File: config.mk
export PLATFORM = sky130hd
export DESIGN_NAME = lsu_mem_port
export DESIGN_NICKNAME = d
export VERILOG_FILES = /design/src/rtl/lsu_mem_port.sv
export SDC_FILE = /design/constraint.sdc
export NUM_CORES = 1
export LEC_CHECK = 0
export BUFFER_PORTS_ARGS = -buffer_cell sky130_fd_sc_hd__buf_2
export CAP_MARGIN = 20
export CORE_MARGIN = 3
export CORE_UTILIZATION = 50
export DETAILED_ROUTE_END_ITERATION = 8
export PLACE_DENSITY = 0.92
export SLEW_MARGIN = 0
export SYNTH_ARGS = -nofsm -noshare
export SYNTH_HDL_FRONTEND = slang
export SYNTH_SLANG_ARGS = --single-unit
File: constraint.sdc
create_clock -name clk -period 2.3 [get_ports clk]
set_clock_uncertainty 0.05 [all_clocks]
set_input_delay 0.345 -clock clk [delete_from_list [all_inputs] [get_ports clk]]
set_output_delay 0.345 -clock clk [all_outputs]
set_load 0.02 [all_outputs]
File: src/rtl/lsu_mem_port.sv
// lsu_mem_port: blocking load/store unit for the tiny-riscv core.
// Accepts one load or store from execute, drives a req/gnt + rvalid memory
// handshake, and returns formatted load data tagged with its destination.
// Only one transaction is ever in flight; lsu_ready is low until it retires.
module lsu_mem_port #(
    parameter int XLEN   = 32,
    parameter int ADDR_W = 32
) (
    input  logic              clk,
    input  logic              reset,
    // issue from execute
    input  logic              lsu_en,
    output logic              lsu_ready,
    input  logic              ls_is_store,
    input  logic [2:0]        ls_funct3,
    input  logic [ADDR_W-1:0] ls_addr,
    input  logic [XLEN-1:0]   ls_wdata,
    input  logic [3:0]        ls_rd,
    // data memory
    output logic              mem_req,
    output logic              mem_we,
    output logic [ADDR_W-1:0] mem_addr,
    output logic [XLEN-1:0]   mem_wdata,
    output logic [3:0]        mem_be,
    input  logic              mem_gnt,
    input  logic              mem_rvalid,
    input  logic [XLEN-1:0]   mem_rdata,
    // load return to core control
    output logic              ls_load_ready,
    output logic [3:0]        ld_rd,
    output logic [XLEN-1:0]   ld_data,
    output logic              ls_fault
);

    localparam int NUM_LANES = XLEN / 8;

    typedef enum logic [1:0] {
        IDLE   = 2'd0,
        REQ    = 2'd1,
        WAIT_R = 2'd2
    } state_t;

    state_t      state;
    logic [2:0]  f3_q;      // funct3 of the in-flight load, selects formatting
    logic [1:0]  lo_q;      // byte offset of the in-flight load
    logic [3:0]  rd_q;      // destination of the in-flight load

    logic        size_ok;
    logic        align_ok;
    logic        legal;

    logic [NUM_LANES-1:0]      be_nxt;
    logic [NUM_LANES-1:0][7:0] wdata_nxt;

    logic [7:0]      ld_byte;
    logic [15:0]     ld_half;
    logic [XLEN-1:0] ld_fmt;

    assign lsu_ready = (state == IDLE);

    // Decide at issue time whether the op exists and is naturally aligned.
    always_comb begin
        size_ok = 1'b0;
        case (ls_funct3)
            3'd0, 3'd1, 3'd2: size_ok = 1'b1;
            3'd4, 3'd5:       size_ok = !ls_is_store;  // LBU/LHU have no store form
            default:          size_ok = 1'b0;
        endcase
        align_ok = 1'b1;
        case (ls_funct3[1:0])
            2'd1:    align_ok = !ls_addr[0];
            2'd2:    align_ok = (ls_addr[1:0] == 2'b00);
            default: align_ok = 1'b1;
        endcase
    end

    assign legal = size_ok & align_ok;

    // Per-lane byte enable and store byte. Stores replicate the narrow datum
    // across every lane so the memory only has to honour the byte enables.
    for (genvar g = 0; g < NUM_LANES; g++) begin : g_lane
        localparam logic [1:0] LID = 2'(g);

        assign be_nxt[g] = !ls_is_store            ? 1'b1 :
                           (ls_funct3[1:0] == 2'd0) ? (ls_addr[1:0] == LID) :
                           (ls_funct3[1:0] == 2'd1) ? (ls_addr[1] == LID[1]) :
                                                      1'b1;

        assign wdata_nxt[g] = !ls_is_store            ? ls_wdata[8*g +: 8] :
                              (ls_funct3[1:0] == 2'd0) ? ls_wdata[7:0] :
                              (ls_funct3[1:0] == 2'd1) ? ls_wdata[8*(g%2) +: 8] :
                                                         ls_wdata[8*g +: 8];
    end

    // Pick the addressed byte/halfword of the returned word and extend it.
    always_comb begin
        ld_byte = mem_rdata[{lo_q, 3'b000} +: 8];
        ld_half = lo_q[1] ? mem_rdata[31:16] : mem_rdata[15:0];
        case (f3_q)
            3'd0:    ld_fmt = {{(XLEN-8){ld_byte[7]}}, ld_byte};
            3'd1:    ld_fmt = {{(XLEN-16){ld_half[15]}}, ld_half};
            3'd4:    ld_fmt = {{(XLEN-8){1'b0}}, ld_byte};
            3'd5:    ld_fmt = {{(XLEN-16){1'b0}}, ld_half};
            default: ld_fmt = mem_rdata;
        endcase
    end

    // Transaction FSM with all memory and writeback outputs registered.
    always_ff @(posedge clk) begin
        if (reset) begin
            state         <= IDLE;
            mem_req       <= 1'b0;
            mem_we        <= 1'b0;
            mem_addr      <= '0;
            mem_wdata     <= '0;
            mem_be        <= '0;
            ls_load_ready <= 1'b0;
            ls_fault      <= 1'b0;
            ld_rd         <= '0;
            ld_data       <= '0;
            f3_q          <= '0;
            lo_q          <= '0;
            rd_q          <= '0;
        end else begin
            ls_load_ready <= 1'b0;
            ls_fault      <= 1'b0;
            case (state)
                IDLE: begin
                    if (lsu_en) begin
                        if (legal) begin
                            state     <= REQ;
                            mem_req   <= 1'b1;
                            mem_we    <= ls_is_store;
                            mem_addr  <= {ls_addr[ADDR_W-1:2], 2'b00};
                            mem_be    <= be_nxt;
                            mem_wdata <= wdata_nxt;
                            f3_q      <= ls_funct3;
                            lo_q      <= ls_addr[1:0];
                            rd_q      <= ls_rd;
                        end else begin
                            // Faulting ops never touch the bus.
                            ls_fault <= 1'b1;
                        end
                    end
                end
                REQ: begin
                    // Request fields hold until the grant; rvalid is ignored here.
                    if (mem_gnt) begin
                        mem_req <= 1'b0;
                        state   <= mem_we ? IDLE : WAIT_R;
                    end
                end
                WAIT_R: begin
                    if (mem_rvalid) begin
                        ld_data       <= ld_fmt;
                        ld_rd         <= rd_q;
                        // x0 loads retire silently so no bypass can match x0.
                        ls_load_ready <= (rd_q != 4'd0);
                        state         <= IDLE;
                    end
                end
                default: state <= IDLE;
            endcase
        end
    end

endmodule

==> results of run 1 <==
worst paths after layout:
path	cells past startpoint	slack (ns)	end	start
max	5	0.40	mem_addr[31]$_SDFFE_PP0P_	state[0]$_SDFFE_PP0P_
min	2	0.12	state[0]$_SDFFE_PP0P_	mem_gnt
max reg2reg	5	0.40	mem_addr[31]$_SDFFE_PP0P_	state[0]$_SDFFE_PP0P_
min reg2reg	2	0.40	ld_rd[2]$_SDFFE_PP0P_	ld_rd[2]$_SDFFE_PP0P_
where the power goes:
part,switching [uW],internal (uW)
clock network,888,1980
logic,395,335
registers,45.4,2100
total,1330,4410
synthesized netlist by cell type, types with 7 or more instances:
master    number  share of area, %
a211oi_1      32               4.1
a21oi_1       32               2.7
a31oi_1       10               1.1
buf_4          7              0.89
clkbuf_1      37               2.3
dfxtp_1      117                40
mux2_2        14               2.7
mux2_4        19               4.8
mux2i_1       64                11
nand2_1       59               3.7
nand2b_1     104                11
nand3_1        9              0.76
nand3b_1       9               1.1
nor2_1        37               2.3
nor2b_1       27               2.9
nor4bb_1       7               1.2
o21ai_0       10              0.85
o22a_1         7               1.0
logic make-up (layout without fill, tap and decap cells):
| family | after synthesis | count (layout) | share of synthesized area [%] |
|---|---|---|---|
| AND/OR/NAND/NOR | 261 | 261 | 24.15 |
| flip-flops | 117 | 117 | 39.55 |
| AO/OA/AOI/OAI | 106 | 106 | 11.73 |
| multiplexers | 98 | 98 | 18.68 |
| buffers and inverters | 61 | 273 | 5.197 |
| adder cells (fa/ha/maj) | 3 | 3 | 0.6339 |
| other | 1 | 5 | 0.06332 |
flip-flops by register name, summed over array words and instances (netlist names):
name / cells
lo_q: 2
state: 2
ld_data: 32
mem_we: 1
mem_req: 1
ls_fault: 1
mem_be: 4
mem_wdata: 32
mem_addr: 30
f3_q: 3
ld_rd: 4
ls_load_ready: 1
rd_q: 4
routing by layer:
layer	vias up	GRT usage [%]	wire (um)
li1	2629	-	-
met1	2510	29.68	6606
met2	232	39.77	7836
met3	46	5.684	1164
met4	0	11.03	556
met5	-	0	0
area by class of cell:
class,count,area [sq um]
Clock inverter,9,173.9
Tap cell,143,178.9
Timing Repair Buffer,236,1299
Antenna cell,3,7.507
Inverter,5,18.77
Sequential cell,117,2342
Clock buffer,23,467.9
Fill cell,907,3737
Multi-Input combinational cell,470,3291
cells in the final DEF, fill, tap and decap left out, types with 10 or more instances in the layout:
cell type,n
buf_2,214
nand2_1,59
mux2_4,19
dfxtp_1,117
buf_4,17
a211oi_1,32
a21oi_1,31
nor2_1,37
mux2i_1,64
clkbuf_16,17
nor2b_1,27
a31oi_1,10
mux2_2,14
nand2b_1,104
metrics by stage:
| step | setup slack [ns] | power [uW] | instances |
|---|---|---|---|
| after floorplan | 0.3527 | 2645 | 648 |
| after global placement | 0.2082 | 2889 | 971 |
| after detailed placement | 0.1427 | 2905 | 971 |
| after CTS | 0.4006 | 5766 | 1003 |
| after global routing | 0.3005 | 5944 | 1004 |
| final | 0.4027 | 5740 | 1006 |
==> results.md, run 1 <==
* Wire length of the first global-routing pass at 25.37 mm
* Post-CTS sizing at 0
* Final cycle utilization of the critical path at 82.49%
* Minimum period implied by the final worst setup slack at 1.897 ns
* Setup crit start kind: register
* Grt total ovfl at 0
* Cell Area, Synth at 0.005922 sq mm
* Worst hold margin at 0.1236 ns
* Number of nets at the end of the flow at 959
* Cells after Synth at 647
* Clock tree from TritonCTS: done
* Power per unit of standard cell area at 737.9 mW/mm^2
* Number of synthesized flops with an enable pin at 0
* DRC violation count after routing at 0
* CTS Root Cell: clkbuf_16
* Insertion delay of the later-clocked pin in the worst-skew pair at 0.40 ns
* Starting DRC count in detailed routing at 421
* Wire length reported by the detailed router at 16.16 mm
* Setup CP Type: register to register
* Overall Global Routing Usage at 24.02%
* Largest stage delay, worst path at 0.40 ns
* Number of I/O port buffers at ~220
* Highest clock rate at 527.1 MHz
* Post-route core utilization at between 60% and 70%
* Master of the slowest instance on the critical path: or3b_1
* Via count of the first global-routing pass at 5170
* Run status: finished, final reports clean
* Worst-path clk slew at 0.05 ns
* Final Slew Violations at 0
* Gp weighted congestion at 0.9203
* Worst path required time at 2.57 ns
* Number of buffers created by CTS at 17
* Crit path cell chain: or3b_1 -> a211o_1 -> a21oi_4 -> buf_12 -> mux2i_1
* Top Family by Delay on Critical Path: compound AO/OA/AOI/OAI gates
* Maxcap violations at 0
* Number of primary I/O pins at 218
* RSZ-0062 raised after global routing: no
* Hold-fix buffer count after cts at 0
* Kind of path behind the tightest hold check: input port to register
* Post-CTS Setup Repair Bufs at 0
* Total Die Area at 0.01319 sq mm
* Fraction of final layout cells with drive strength greater than 1 at 35.00%
* #FFs+latches synth at 117
* IR Drop Worst-Case VDD at ~0.00048 V
* Cell area after placement at 0.007129 sq mm
* CTS sink cnt at about 120
* Data arrival time at the worst-slack endpoint at 2.17 ns
* Number of distinct standard cells referenced by the synthesized netlist at 42
* Total of warnings raised by yosys at 0
* CORE AREA at 0.01152 sq mm
* Fraction of synthesis flops using an asynchronous set or reset pin at 0%
* Starting density of the core at 51.42%
* X dimension of the die at ~110 um
* Final-report setup violation count at 0
* Mean Syn Cell Area at 9.153 sq um
* Number of buffers on the longest clock path at 2
* Pin count of the biggest net entering global routing at 186
* 1st-pass router iterations at 5
* Main synth FF type: dfxtp_1
* Sequential cell area fraction in the yosys report at between 30% and 40%
* Largest fanout of any net on the critical path at 34
* CTS HTree Levels at 4
* HPWL reported at the end of detailed placement at approximately 11 mm
* Endpoint type of the worst setup path: register
* CP Buf/Inv Count at 1
* Average vias per placed instance at 5.385
* Cell row count at 39
* Static Leakage at 0.003553 uW
* Initial antenna violation count at 1
* Post-DRT Antenna Nets at 0
* Vias after detailed routing at 5417
* Final Hold Vio Count at 0
* Average routed wire per standard cell at 16.07 um
* Total negative setup slack at 0 ns
* Final std cell area, no fill at 0.007779 sq mm
* Die span in y at roughly 110 um
* Max_slew headroom at between 40% and 50%
* Layout Area Growth over Synthesis at 31.35%
* Actual slew at the worst max-slew pin at roughly 0.9 ns
(Power assumes the default switching activity.)
==> inputs of run 2 (changes only) <==
--- a/config.mk
+++ b/config.mk
@@ -5,12 +5,13 @@
 export SDC_FILE = /design/constraint.sdc
 export NUM_CORES = 1
 export LEC_CHECK = 0
+export ABC_AREA = 1
 export BUFFER_PORTS_ARGS = -buffer_cell sky130_fd_sc_hd__buf_2
 export CAP_MARGIN = 20
 export CORE_MARGIN = 3
-export CORE_UTILIZATION = 50
+export CORE_UTILIZATION = 44
 export DETAILED_ROUTE_END_ITERATION = 8
-export PLACE_DENSITY = 0.92
+export PLACE_DENSITY = 0.87
 export SLEW_MARGIN = 0
 export SYNTH_ARGS = -nofsm -noshare
 export SYNTH_HDL_FRONTEND = slang
==> constraint.sdc (replaced) <==
create_clock -name clk -period 1.7 [get_ports clk]
set_clock_uncertainty 0.05 [all_clocks]
set_input_delay 0.255 -clock clk [delete_from_list [all_inputs] [get_ports clk]]
set_output_delay 0.255 -clock clk [all_outputs]
set_load 0.02 [all_outputs]
==> run 2 against run 1 <==
  * Worst hold slack lost 0.050 ns
  * Largest power group unchanged
  * Setup slack lost 0.28 ns
  * Via count is 5.4% higher
  * Design area decreased by 4.4%
  * First-iteration DRC count is 29% higher
  * Combinational power grew to 2.5 times the previous value
  * Largest cell class unchanged
==> results.md, run 2 <==
* Dominant cells by area after synthesis: dfxtp_1, o21ai_0, a21oi_1, inv_1, nand2_1
* Starting DRC count in detailed routing at 542
* Initial antenna violation count at 1
* Synth top area share at 42.76%
* Top flop regs: ld_data: 32 flops, mem_wdata: 32 flops, mem_addr: 30 flops
* CTS Root Cell: clkbuf_16
* Part of the total power dissipated in combinational logic at 21.8%
* Maxcap violations at 0
* Global routing usage on met1 at 28.35%
* Placement Setup Slack at -0.1366 ns
* Most common cell in the synthesized netlist: o21ai_0
* Wire length of the first global-routing pass at 25.08 mm
* Pin count of the biggest net entering global routing at 74
* Number of antenna cells inserted at 0
* Number of nets at the end of the flow at 1100
* Cells after Synth at approximately 770
* Mean Syn Cell Area at between 7 and 8 sq um
* Final Hold Vio Count at 0
* Proportion of power drawn by the clock network at 41.1%
* Hold-fix buffer count after cts at 0
* Commonest cells post-synth: o21ai_0, inv_1, dfxtp_1
* Final Slew Violations at 0
* Number of buffers created by CTS at 17
* Wire length reported by the detailed router at 15.51 mm
* Seq pwr share at between 30 and 40%
* #FFs+latches synth at 117
* Top library cells by usage in the layout, fill and taps aside: buf_2, o21ai_0, inv_1, dfxtp_1, nand2_1
* Grt total ovfl at 0
* Cell row count at 40
* Final cycle utilization of the critical path at between 90% and 100%
* Sequential cell area fraction in the yosys report at a little over two fifths
* Setup crit start kind: register
* Gp weighted congestion at 0.9175
* Setup CP Type: register to output pin
* Cell Area, Synth at 0.005478 sq mm
* Crit path setup slack, layout at 0.1218 ns
* Fraction of final layout cells with drive strength greater than 1 at 29.70%
* Minimum period implied by the final worst setup slack at ~1.6 ns
* HPWL reported at the end of detailed placement at 11.42 mm
* CORE AREA at 0.01211 sq mm
* Kind of path behind the tightest hold check: input port to register
* CTS HTree Levels at 4
* Clock tree from TritonCTS: done
* RSZ-0062 raised after global routing: no
* Top cell type by total area after synthesis: dfxtp_1
* Net Sw Power at 2560 uW
* X dimension of the die at about 120 um
* Total of warnings raised by yosys at 0
* Post-DRT Antenna Nets at 0
* Internal power consumption at 5928 uW
* Number of distinct standard cells referenced by the synthesized netlist at 35
* 1st-pass router iterations at 4
* Number of primary I/O pins at 218
* DRC violation count after routing at 0
* Layout Area Growth over Synthesis at 35.79%
* Power per unit of standard cell area at 1141 mW/mm^2
* Most frequent standard cell in the layout excluding fill and tap cells: buf_2
* CTS sink cnt at 117
* Actual slew at the worst max-slew pin at 0.5489 ns
* Highest clock rate at approximately 630 MHz
* Crit path cell chain: inv_2 -> nand2_1 -> inv_1 -> buf_2
* Overall Global Routing Usage at 21.91%
* Starting density of the core at between 40 and 50%
* Met3 track demand over resource in global routing at under 10%
* Static Leakage at 0.003686 uW
* Number of I/O port buffers at around 220
* Sw Ratio at between 30% and 40%
* Die span in y at 117.6 um
* Max_slew headroom at 63.27%
* Fraction of synthesis flops using an asynchronous set or reset pin at 0%
* Average routed wire per standard cell at 13.27 um
* Peak-usage layer in the global routing report: met2
* Data arrival time at the worst-slack endpoint at approximately 1.3 ns
* Insertion delay of the later-clocked pin in the worst-skew pair at 0.40 ns
* Post-CTS Setup Repair Bufs at 0
* Worst hold margin at 0.07316 ns
* Vias after detailed routing at 5708
* Average vias per placed instance at 4.887
* Met2 usage at 34.32%
* Master of the slowest instance on the critical path: dfxtp_1
* Worst path required time at 1.39 ns
* Largest stage delay, worst path at 0.42 ns
* Number of synthesized flops with an enable pin at 0
* IR Drop Worst-Case VDD at 0.0007206 V
* Largest fanout of any net on the critical path at 4
* Final-report setup violation count at 0
* Main synth FF type: dfxtp_1
* Worst-path clk slew at 0.06 ns
* Run status: finished, final reports clean
* Total Die Area at 0.01382 sq mm
* Endpoint type of the worst setup path: output pin
* Via count of the first global-routing pass at around 5200
* Number of buffers on the longest clock path at 2
==> run 2: final cells by class <==
class | instances | area, sq um
fill | 1096 | 4673
clock buffer | 20 | 456.7
timing repair buffer | 244 | 1394
inverter | 131 | 491.7
multi-input combinational | 477 | 2415
clock inverter | 11 | 127.6
sequential | 117 | 2344
tap | 168 | 210.2
==> run 2: kinds of logic after synthesis <==
logic type / share of synthesized area, %
buffers and inverters: 13.45
other: 0.06846
adder cells (fa/ha/maj): 0.6853
flip-flops: 42.76
AO/OA/AOI/OAI: 29.85
AND/OR/NAND/NOR: 13.18
==> run 2: timing repair <==
item / in CTS / in global routing
hold endpoints to repair: 0 / 0
gates resized for setup: 0 / 6
endpoints found under the setup margin: 0 / 28
==> run 2: path summary, 6_finish.rpt <==
path / from / to / slack, ns / cells past startpoint
worst min register to register: mem_addr[26]$_SDFFE_PP0P_ / mem_addr[26]$_SDFFE_PP0P_ / 0.39 / 2
worst min-delay path: ls_addr[3] / mem_addr[3]$_SDFFE_PP0P_ / 0.07 / 3
worst max register to register: state[1]$_SDFFE_PP0P_ / mem_wdata[11]$_SDFFE_PP0P_ / 0.15 / 7
worst max-delay path: state[1]$_SDFFE_PP0P_ / lsu_ready / 0.12 / 4
==> run 2: metrics by stage <==
stage	power, uW	setup TNS, ns	std cells	cell area, sq um	utilization, %
4_1_cts	8545	0	1168	7432	61.36
5_1_grt	8925	0	1168	7438	61.42
3_5_place_dp	5040	-1.395	1137	6848	56.54
3_3_place_gp	5006	-0.05038	1137	6848	56.54
6_report	8488	0	1168	7438	61.42
2_1_floorplan	4351	0	775	5482	-
==> run 2: critical path: cells and delay by family, from the launching register on <==
kind / cells / cell delay [ns]
buffers and inverters: 3 / 0.34
DFF: 1 / 0.42
and+or+nand+nor: 1 / 0.11
==> run 2: power groups by stage <==
stage               Clock, uW  Sequential (uW)  Combinational, uW
detailed placement          0             3200               1840
CTS                      3550             3150               1850
finish                   3480             3150               1850
floorplan                   0             3490                859
global placement            0             3200               1810
global route             3690             3180               2050
==> run 2: metal layers <==
metal  wire length (um)  vias up
li1                   -     2934
met1               6857     2509
met2               7225      223
met3                932       40
met4                472        2
met5                 17        -
==> inputs of run 3 (changes only) <==
--- a/config.mk
+++ b/config.mk
@@ -11,6 +11,7 @@
 export CORE_MARGIN = 3
 export CORE_UTILIZATION = 44
 export DETAILED_ROUTE_END_ITERATION = 8
+export GPL_TIMING_DRIVEN = 0
 export PLACE_DENSITY = 0.87
 export SLEW_MARGIN = 0
 export SYNTH_ARGS = -nofsm -noshare
==> run 3 against run 2 <==
  * First-iteration DRC count grew 1.1%
  * Total power rose by 5.9%
  * Clock power increased by 14%
  * Maximum frequency decreased by 2.2%
  * Via count up 5.2%
  * Wire length increased by 13%
  * Critical endpoint is now mem_addr[21]$_SDFFE_PP0P_
  * Largest cell class unchanged
  * Largest power group unchanged
==> results.md, run 3 (synthesis results as in run 2) <==
* Post-placement cell count at 1158
* Final Hold Vio Count at 0
* Number of buffers created by CTS at 17
* Wire length reported by the detailed router at 17.46 mm
* Layout Area Growth over Synthesis at 36.64%
* Number of buffers on the longest clock path at 2
* CTS sink cnt at around 120
* Via count of the first global-routing pass at 5709
* Cell occurring most often along the worst timing path: buf_2
* 1st-pass router iterations at 6
* Top library cells by usage in the layout, fill and taps aside: buf_2, inv_1, o21ai_0, dfxtp_1, a21oi_1
* Post-DRT Antenna Nets at 0
* CTS Root Cell: clkbuf_16
* Fraction of final layout cells with drive strength greater than 1 at 29.62%
* Pin count of the biggest net entering global routing at 17
* Worst hold margin at 0.05992 ns
* Wire length of the first global-routing pass at 27.60 mm
* Largest fanout of any net on the critical path at 10
* Crit path cell chain: buf_2 -> inv_1 -> ha_1 -> nor2_2 -> a21oi_2 -> nand3_4 -> buf_6 -> buf_2 -> o21ai_0 -> a21oi_1
* Die span in y at approximately 120 um
* Final Slew Violations at 0
* Total Die Area at about 0.014 sq mm
* Highest clock rate at 619.8 MHz
* Data arrival time at the worst-slack endpoint at 1.86 ns
* Starting density of the core at 45.23%
* Top flop regs: ld_data: 32 flops, mem_wdata: 32 flops, mem_addr: 30 flops
* Met2 usage at a little under 40%
* Vias after detailed routing at around 6000
* Part of the total power dissipated in combinational logic at 21.0%
* Max_slew headroom at 60.64%
* HPWL reported at the end of detailed placement at 13.13 mm
* CTS HTree Levels at 4
* Net Sw Power at 2643 uW
* CORE AREA at 0.01211 sq mm
* Number of nets at the end of the flow at 1122
* DRC violation count after routing at 0
* Number of primary I/O pins at 218
* Average vias per placed instance at 5.040
* Number of I/O port buffers at 215
* Run status: finished, final reports clean
* Clock tree from TritonCTS: done
* Proportion of power drawn by the clock network at 43.9%
* Non-filler cells, final at around 1200
* Minimum period implied by the final worst setup slack at ~1.6 ns
* Insertion delay of the later-clocked pin in the worst-skew pair at 0.41 ns
* Final-report setup violation count at 0
* Kind of path behind the tightest hold check: input port to register
* Number of antenna cells inserted at 0
* Crit path setup slack, layout at 0.08651 ns
* Worst path required time at 1.95 ns
* Hold-fix buffer count after cts at 0
* Met3 track demand over resource in global routing at a little over 6%
* Master of the slowest instance on the critical path: ha_1
* Actual slew at the worst max-slew pin at 0.5905 ns
* Peak-usage layer in the global routing report: met2
* Static Leakage at between 0.003 and 0.004 uW
* X dimension of the die at roughly 120 um
* Power after layout at 8989 uW
* Final std cell area, no fill at between 0.007 and 0.008 sq mm
* Seq pwr share at 35.1%
* Final cycle utilization of the critical path at 94.91%
* Internal power consumption at 6346 uW
* IR Drop Worst-Case VDD at a little over 0.001 V
* Grt total ovfl at 0
* Placement Setup Slack at -0.3776 ns
* Maxcap violations at 0
* Setup crit start kind: input port
* Average routed wire per standard cell at 14.66 um
* Most frequent standard cell in the layout excluding fill and tap cells: buf_2
* Cell row count at 40
* Initial antenna violation count at 0
* RSZ-0062 raised after global routing: no
* Power per unit of standard cell area at 1201 mW/mm^2
* Setup slack on the worst flop-to-flop path at about 0.10 ns
* Cell area after placement at around 0.0068 sq mm
* Endpoint type of the worst setup path: register
* Gp weighted congestion at between 0.9 and 1
* Largest stage delay, worst path at 0.27 ns
* Setup CP Type: input port to register
* Overall Global Routing Usage at 24.49%
* Worst-path clk slew at about 0.05 ns
* Starting DRC count in detailed routing at 548
* Global routing usage on met1 at 31.26%
* Sw Ratio at just under 30%
run 3: metal layers:
layer	wire length (um)	vias up
met4	625	0
met5	0	-
met3	1201	53
met1	7578	2680
met2	8055	281
li1	-	2989
run 3: worst paths after layout:
kind | startpoint | endpoint | cells after the start
min reg2reg | mem_addr[13]$_SDFFE_PP0P_ | mem_addr[13]$_SDFFE_PP0P_ | 2
max reg2reg | f3_q[1]$_SDFFE_PP0P_ | ld_data[31]$_SDFFE_PP0P_ | 6
min | ls_addr[5] | mem_addr[5]$_SDFFE_PP0P_ | 3
max | ls_funct3[1] | mem_addr[21]$_SDFFE_PP0P_ | 10
run 3: cell type report:
type | instances | area (sq um)
Multi-Input combinational cell | 477 | 2430
Inverter | 131 | 491.7
Timing Repair Buffer | 217 | 1104
Clock buffer | 20 | 456.7
Clock inverter | 12 | 200.2
Buffer | 49 | 249.0
Fill cell | 1143 | 4627
Tap cell | 168 | 210.2
Sequential cell | 117 | 2344
run 3: power groups by stage:
| stage | sequential (uW) | combinational, uW | clock [uW] |
|---|---|---|---|
| after floorplan | 3490 | 859 | 0 |
| after global placement | 3200 | 1790 | 0 |
| after detailed placement | 3200 | 1820 | 0 |
| after CTS | 3150 | 1840 | 3990 |
| after global routing | 3180 | 2070 | 4110 |
| final | 3150 | 1890 | 3950 |
run 3: what timing repair did:
item / CTS / global route
resized for setup: 1 / 37
setup buffers: 1 / 1
setup endpoints to repair: 9 / 97
pin swaps: 1 / 1
run 3: worst max-delay path, delay by kind of cell:
| family | cells | cell delay, ns |
|---|---|---|
| buffers and inverters | 4 | 0.56 |
| AO/OA/AOI/OAI | 3 | 0.48 |
| AND/OR/NAND/NOR | 2 | 0.28 |
| adder cells (fa/ha/maj) | 1 | 0.27 |
run 3: metrics by stage:
stage | setup TNS [ns] | util [%]
6_report | 0 | 61.80
5_1_grt | 0 | 61.80
4_1_cts | 0 | 61.38
3_5_place_dp | -22.05 | 55.88
3_3_place_gp | -20.26 | 55.88
2_1_floorplan | 0 | -
